==> src/rtl/mealy_seq_transmitter.sv <==
// Serial frame source for the Mealy sequence detector: sync pattern, MSB-first payload, idle gap.
// Define MEALY_TX_PARITY_EN to append an even-parity bit after the payload (done moves onto it).
module mealy_seq_transmitter #(
    parameter int                  SYNC_LEN   = 4,
    parameter logic [SYNC_LEN-1:0] SYNC_PAT   = 4'b1011,
    parameter int                  DATA_W     = 8,
    parameter int                  GAP_CYCLES = 2
) (
    input  logic              clk,
    input  logic              rst,
    input  logic              start,
    input  logic [DATA_W-1:0] data_in,
    output logic              out,
    output logic              out_valid,
    output logic              busy,
    output logic              done
);

    localparam int CNT_MAX_SD = (SYNC_LEN > DATA_W) ? SYNC_LEN : DATA_W;
    localparam int CNT_MAX    = (CNT_MAX_SD > GAP_CYCLES) ? CNT_MAX_SD : GAP_CYCLES;
    localparam int CNT_W      = $clog2(CNT_MAX + 1);

    localparam logic [CNT_W-1:0] CNT_ONE   = CNT_W'(1);
    localparam logic [CNT_W-1:0] SYNC_LAST = CNT_W'(SYNC_LEN - 1);
    localparam logic [CNT_W-1:0] DATA_LAST = CNT_W'(DATA_W - 1);
    localparam logic [CNT_W-1:0] GAP_LAST  = CNT_W'((GAP_CYCLES > 0) ? GAP_CYCLES - 1 : 0);

    localparam logic [2:0] S_IDLE = 3'd0;
    localparam logic [2:0] S_SYNC = 3'd1;
    localparam logic [2:0] S_DATA = 3'd2;
    localparam logic [2:0] S_GAP  = 3'd4;

    // With no gap the frame drops straight back to IDLE and busy clears with it.
    localparam logic [2:0] S_AFTER    = (GAP_CYCLES > 0) ? S_GAP : S_IDLE;
    localparam logic       BUSY_AFTER = (GAP_CYCLES > 0) ? 1'b1 : 1'b0;

`ifdef MEALY_TX_PARITY_EN
    localparam logic [2:0] S_PARITY     = 3'd3;
    localparam logic       DONE_IN_DATA = 1'b0;

    function automatic logic even_parity(input logic [DATA_W-1:0] d);
        return ^d;
    endfunction
`else
    localparam logic       DONE_IN_DATA = 1'b1;
`endif

    logic [2:0]          r_state, w_state;
    logic [CNT_W-1:0]    r_cnt, w_cnt;
    logic [DATA_W-1:0]   r_shift, w_shift;
    logic [SYNC_LEN-1:0] r_sync, w_sync;
    logic                r_out, w_out;
    logic                r_valid, w_valid;
    logic                r_busy, w_busy;
    logic                r_done, w_done;
`ifdef MEALY_TX_PARITY_EN
    logic                r_par, w_par;
`endif

    // Outputs are registered: each branch computes what the next cycle shows.
    always_comb begin
        w_state = r_state;
        w_cnt   = r_cnt;
        w_shift = r_shift;
        w_sync  = r_sync;
        w_out   = 1'b0;
        w_valid = 1'b0;
        w_busy  = 1'b0;
        w_done  = 1'b0;
`ifdef MEALY_TX_PARITY_EN
        w_par   = r_par;
`endif
        case (r_state)
            S_IDLE: begin
                if (start) begin
                    w_state = S_SYNC;
                    w_cnt   = '0;
                    w_shift = data_in;
                    w_sync  = SYNC_PAT << 1;
                    w_out   = SYNC_PAT[SYNC_LEN-1];
                    w_valid = 1'b1;
                    w_busy  = 1'b1;
`ifdef MEALY_TX_PARITY_EN
                    w_par   = even_parity(data_in);
`endif
                end
            end
            S_SYNC: begin
                w_valid = 1'b1;
                w_busy  = 1'b1;
                if (r_cnt != SYNC_LAST) begin
                    w_cnt  = r_cnt + CNT_ONE;
                    w_out  = r_sync[SYNC_LEN-1];
                    w_sync = r_sync << 1;
                end else begin
                    w_state = S_DATA;
                    w_cnt   = '0;
                    w_out   = r_shift[DATA_W-1];
                    w_shift = r_shift << 1;
                    w_done  = DONE_IN_DATA && (DATA_LAST == '0);
                end
            end
            S_DATA: begin
                if (r_cnt != DATA_LAST) begin
                    w_valid = 1'b1;
                    w_busy  = 1'b1;
                    w_cnt   = r_cnt + CNT_ONE;
                    w_out   = r_shift[DATA_W-1];
                    w_shift = r_shift << 1;
                    w_done  = DONE_IN_DATA && ((r_cnt + CNT_ONE) == DATA_LAST);
                end else begin
`ifdef MEALY_TX_PARITY_EN
                    w_state = S_PARITY;
                    w_valid = 1'b1;
                    w_busy  = 1'b1;
                    w_out   = r_par;
                    w_done  = 1'b1;
`else
                    w_state = S_AFTER;
                    w_cnt   = '0;
                    w_busy  = BUSY_AFTER;
`endif
                end
            end
`ifdef MEALY_TX_PARITY_EN
            S_PARITY: begin
                w_state = S_AFTER;
                w_cnt   = '0;
                w_busy  = BUSY_AFTER;
            end
`endif
            S_GAP: begin
                if (r_cnt != GAP_LAST) begin
                    w_cnt  = r_cnt + CNT_ONE;
                    w_busy = 1'b1;
                end else begin
                    w_state = S_IDLE;
                    w_cnt   = '0;
                end
            end
            default: begin
                w_state = S_IDLE;
                w_cnt   = '0;
            end
        endcase
    end

    always_ff @(posedge clk or negedge rst) begin
        if (!rst) begin
            r_state <= S_IDLE;
            r_cnt   <= '0;
            r_shift <= '0;
            r_sync  <= '0;
            r_out   <= 1'b0;
            r_valid <= 1'b0;
            r_busy  <= 1'b0;
            r_done  <= 1'b0;
`ifdef MEALY_TX_PARITY_EN
            r_par   <= 1'b0;
`endif
        end else begin
            r_state <= w_state;
            r_cnt   <= w_cnt;
            r_shift <= w_shift;
            r_sync  <= w_sync;
            r_out   <= w_out;
            r_valid <= w_valid;
            r_busy  <= w_busy;
            r_done  <= w_done;
`ifdef MEALY_TX_PARITY_EN
            r_par   <= w_par;
`endif
        end
    end

    assign out       = r_out;
    assign out_valid = r_valid;
    assign busy      = r_busy;
    assign done      = r_done;

endmodule
==> config.mk <==
export PLATFORM = sky130hd
export DESIGN_NAME = mealy_seq_transmitter
export DESIGN_NICKNAME = d
export VERILOG_FILES = /design/src/rtl/mealy_seq_transmitter.sv
export SDC_FILE = /design/constraint.sdc
export NUM_CORES = 1
export LEC_CHECK = 0
export CAP_MARGIN = 10
export CORE_UTILIZATION = 30
export DETAILED_ROUTE_END_ITERATION = 16
export GPL_ROUTABILITY_DRIVEN = 0
export PLACE_DENSITY = 0.52
export SLEW_MARGIN = 5
export SYNTH_ARGS = -nofsm -noshare
export SYNTH_HDL_FRONTEND = slang
export SYNTH_SLANG_ARGS = --single-unit
==> constraint.sdc <==
create_clock -name clk -period 5.49 [get_ports clk]
set_clock_uncertainty 0.15 [all_clocks]
set_input_delay 1.647 -clock clk [delete_from_list [all_inputs] [get_ports clk]]
set_output_delay 1.647 -clock clk [all_outputs]
set_load 0.02 [all_outputs]
## Yosys cells after proc, flatten, opt, wreduce, memory -nomap -nowiden

Cells that the tools add are included.
W data, S select, Z words.

- Flip-flop bits (word level): 23
- Bits of input ports: 11
- Output and inout port bits: 4

- Add/sub/neg operators: 1
- Eq/ne operators: 13
- Mux-type cells: 27
- Reduce and logical (&&, ||, !) cells: 7

Operators with widths:

| operator | number |
|---|---|
| $mux W4 | 6 |
| $mux W8 | 3 |
| $pmux W8 S3 | 1 |
| $pmux W4 S4 | 1 |
| $mux W3 | 4 |
| $ne A2 B2 Y1 const B | 6 |
| $pmux W3 S4 | 1 |
| $pmux W1 S3 | 3 |
| $pmux W4 S2 | 1 |
| $reduce_and A4 Y1 | 2 |
| $mux W1 | 7 |
| $add A4 B1 Y4 const B | 1 |
| $eq A4 B3 Y1 const B | 1 |
| $ne A4 B1 Y1 const B | 1 |
| $ne A4 B2 Y1 const B | 1 |
| $ne A4 B3 Y1 const B | 1 |
| $eq A3 B1 Y1 const B | 1 |
| $eq A3 B2 Y1 const B | 1 |
| $eq A3 B3 Y1 const B | 1 |
| $logic_not A3 Y1 | 1 |
| $reduce_and A3 Y1 | 1 |
| $reduce_bool A3 Y1 | 1 |
| $reduce_bool A2 Y1 | 1 |
| $reduce_or A2 Y1 | 1 |

## Logic depth before layout (Yosys ltp)

- Word-level depth: 4
- Mapped depth: 5
- Mapped depth without buffers: 5

## Worst setup path before layout

No wires, ideal clock.

- Kind: input to register
- Start: input start
- End: register r_shift[0]
- Library setup time: 125 ps
- Arrival time: 2356 ps
- Path slack: 2859 ps
- Stages on the path: 4
- Buffers on the path: 0
- Cell sequence: nor2_1 o22ai_2 o21ai_2 mux2_2

- Word-level cells in the longest chain between the ends: 2

RTL lines:

| item | RTL line | RTL |
|---|---|---|
| from (decl) | 11 | `input logic start,` |
| $ne A2 B2 Y1 (no line) | - |  |
| $reduce_and A4 Y1 (no line) | - |  |
| to (signal assigned) | 164 | `r_shift <= w_shift;` |
| to (decl) | 50 | `logic [DATA_W-1:0] r_shift, w_shift;` |

Every way passes these cells.
A chain may end at the register's enable or synchronous reset.

## Final worst setup path

- Start: input start
- End: register r_shift[5]

Same word-level chain as after synthesis.

==> results.tsv <==
stage	metric	value	unit
outcome	status	finished clean	
cts	cts-root-buf	clkbuf_8	
sta	hold_viol	0	
grt	grt_max_degree	23	
logic_synthesis	synthAdderAreaFrac	3.16	%
cts	cts_buffer_depth	2	
worst_setup_path	critPathRequiredTime	5.48	ns
worst_setup_path	r2r_end	r_shift[5]	
logic_synthesis	synth_mux_area_share	14.2	%
layout	nets	137	
die	core_area	3720	um2
worst_hold_path	hold_class	flop to flop	
run	maxCapViolations	0	
sta	final-max-slew-violation-count	0	
sta	grt_setup_unrepaired	false	
logic_synthesis	synth-xor-area-share	2.22	%
route	vias_per_cell	4.97	
layout	antenna_cells	0	
grt	overflow	0	
worst_setup_path	path_class	input port to flop	
sta	max_freq	327	MHz
grt	grt_antenna_before_repair	0	
logic_synthesis	synth_seq_area_share	46.4	%
grt	grt_pass1_wl	3760	um
worst_setup_path	critPathMaxFanout	8	
logic_synthesis	synth-compound-area-share	14.8	%
logic_synthesis	synth_top_cell_by_area	dfrtp_1	
cts	cts.sinks	22	
layout	drive_above_1_share	18.2	%
place	placed_area	1350	um2
worst_hold_path	min_to	r_shift[6]	
sta	final.setup.tns	0	ns
grt	grt_pass1_vias	818	
cts	clk_pin_slew_worst_paths	0.07	ns
logic_synthesis	synth_top_family_by_area	compound AO/OA/AOI/OAI gates	
cts	cts_made_buffers	3	
cts	hold_buffers	0	
logic_synthesis	synth_area_leaders	dfrtp_1 (46%), mux2_2 (11%), ha_1 (3.2%), mux2_1 (2.8%), a21oi_1 (2.5%)	
worst_hold_path	hp-start	r_shift[6]	
worst_setup_path	cp-end-kind	flop	
worst_setup_path	rr_worst_depth	4	
die	fp.dieW	64.9	um
route	wire_per_inst	12.6	um
route	dr.pass1.iters	4	
route	drtIter0Drc	35	
logic_synthesis	syn-num-nets	123	
layout	synthToLayoutAreaGrowth	16.9	%
logic_synthesis	syn_area	1190	um2
sta	fin_crit	3.06	ns
die	start_util	31.9	%
layout	final_common_cell	dfrtp_1	
sta	worstMarginPinSlew	0.986	ns
cts	post_cts_resized	0	
place	io_buffers	14	
die	dieArea	4210	um2
route	drcViolationCount	0	
route	vias	840	
logic_synthesis	yosys.area_share.simple	14.5	%
worst_setup_path	cp.arrival	3.04	ns
worst_hold_path	hold_path_depth	1	
worst_setup_path	r2r-start	r_state[0]	
die	io_pins	15	
power	leakage	0.000560	uW
logic_synthesis	ys_ff_latch	22	
die	rows	22	
cts	clk_latency	0.26	ns
route	detail-route-antenna-nets	0	
sta	slew_headroom	34.1	%
route	wl	2140	um
cts	cts_tree	done	
power	ir_drop	0.168	mV
logic_synthesis	syn_area_per_cell	10.9	um2
logic_synthesis	ys.warnings.count	0	
power	p_per_area	557	nW/um2
place	place_hpwl	1590	um
sta	min_period_over_period	55.7	%
layout	fin_area	1390	um2
cts	cts_max_level	1	
sta	setup_viol	0	
die	die_h	64.9	um
worst_setup_path	reg2reg_setup_slack	3.21	ns
grt	grtUsageTotal	11.7	%
worst_setup_path	start_kind	input port	
logic_synthesis	synthDistinctLibCells	36	
layout	layout_common_cells	dfrtp_1 (22), clkdlybuf4s50_1 (14), mux2_2 (12), nor2_1 (8), nand2_1 (8)	
logic_synthesis	synthCells	109	
logic_synthesis	synth_top_area_share	46.4	%
cts	postCtsSetupBuffers	0	
[worst max-delay path, cell delays in order]
cell and delay [ns]:
clkdlybuf4s50_1 0.57, nor2_1 0.08, o22ai_2 0.21, o21ai_2 0.17, mux2_1 0.37
[registers in the layout, summed over array words and instances (netlist names)]
| name | cells |
|---|---|
| r_shift | 8 |
| done | 1 |
| out | 1 |
| out_valid | 1 |
| r_state | 3 |
| r_cnt | 4 |
| busy | 1 |
| r_sync | 3 |
[Yosys cell counts, drive strengths merged]
cell,count
dfrtp,22
mux2,15
nand2,8
nor2,8
a21oi,7
o21ai,5
buf,4
inv,4
nor2b,4
ha,3
a22o,2
nand2b,2
nand3,2
nor3,2
nor3b,2
o22ai,2
or2,2
or3b,2
xor2,2
a2111oi,1
a211oi,1
a221oi,1
a31oi,1
and3b,1
clkbuf,1
o211ai,1
o22a,1
o2bb2ai,1
o311ai,1
xnor2,1
[stage by stage]
stage	hold WS (ns)	total power, uW	utilization (%)	setup WS, ns	instances
finish	0.343	772	37.3	2.43	169
global route	0.379	845	37.3	2.37	169
CTS	0.353	784	37.3	2.45	169
detailed placement	0.335	684	36.2	2.17	166
global placement	0.319	675	36.2	2.21	166
floorplan	0.302	601	-	2.86	109
[layout make-up]
type | count | area (um2)
sequential | 22 | 551
timing repair buffer | 14 | 140
clock buffer | 3 | 41.3
fill | 377 | 2330
tap | 48 | 60.1
multi-input combinational | 78 | 579
inverter | 4 | 15.0
[power breakdown]
| part | internal (uW) | switching [uW] |
|---|---|---|
| registers | 236 | 74.9 |
| logic | 192 | 172 |
| clock network | 48.9 | 47.5 |
[cells by family after synthesis]
family | after synthesis
xor gates and xnor gates | 3
AOI/OAI and AO/OA | 24
adders and majority gates | 3
buffers and inverters | 9
muxes | 15
and+or+nand+nor | 33
DFF | 22
[routing by layer]
metal,track usage [%],wire length (um),share of wire [%],vias to the layer above
met1,15.9,1030,48,401
met5,0,0,0,-
met2,18.0,986,46,24
li1,-,-,-,413
met4,1.67,7,0.33,0
met3,4.40,112,5.2,2
[how the worst max path moves through the flow]
stage / from / endpoint / slack, ns / depth (start not counted)
final: start / r_shift[5] / 2.43 / 5
after global placement: start / r_shift[6] / 2.21 / 5
after detailed placement: start / r_shift[5] / 2.17 / 5
after global routing: start / r_shift[6] / 2.37 / 5
after floorplan: start / r_shift[0] / 2.86 / 4
after CTS: start / r_shift[5] / 2.45 / 5
No activity file was read; power rests on OpenSTA's default activity.
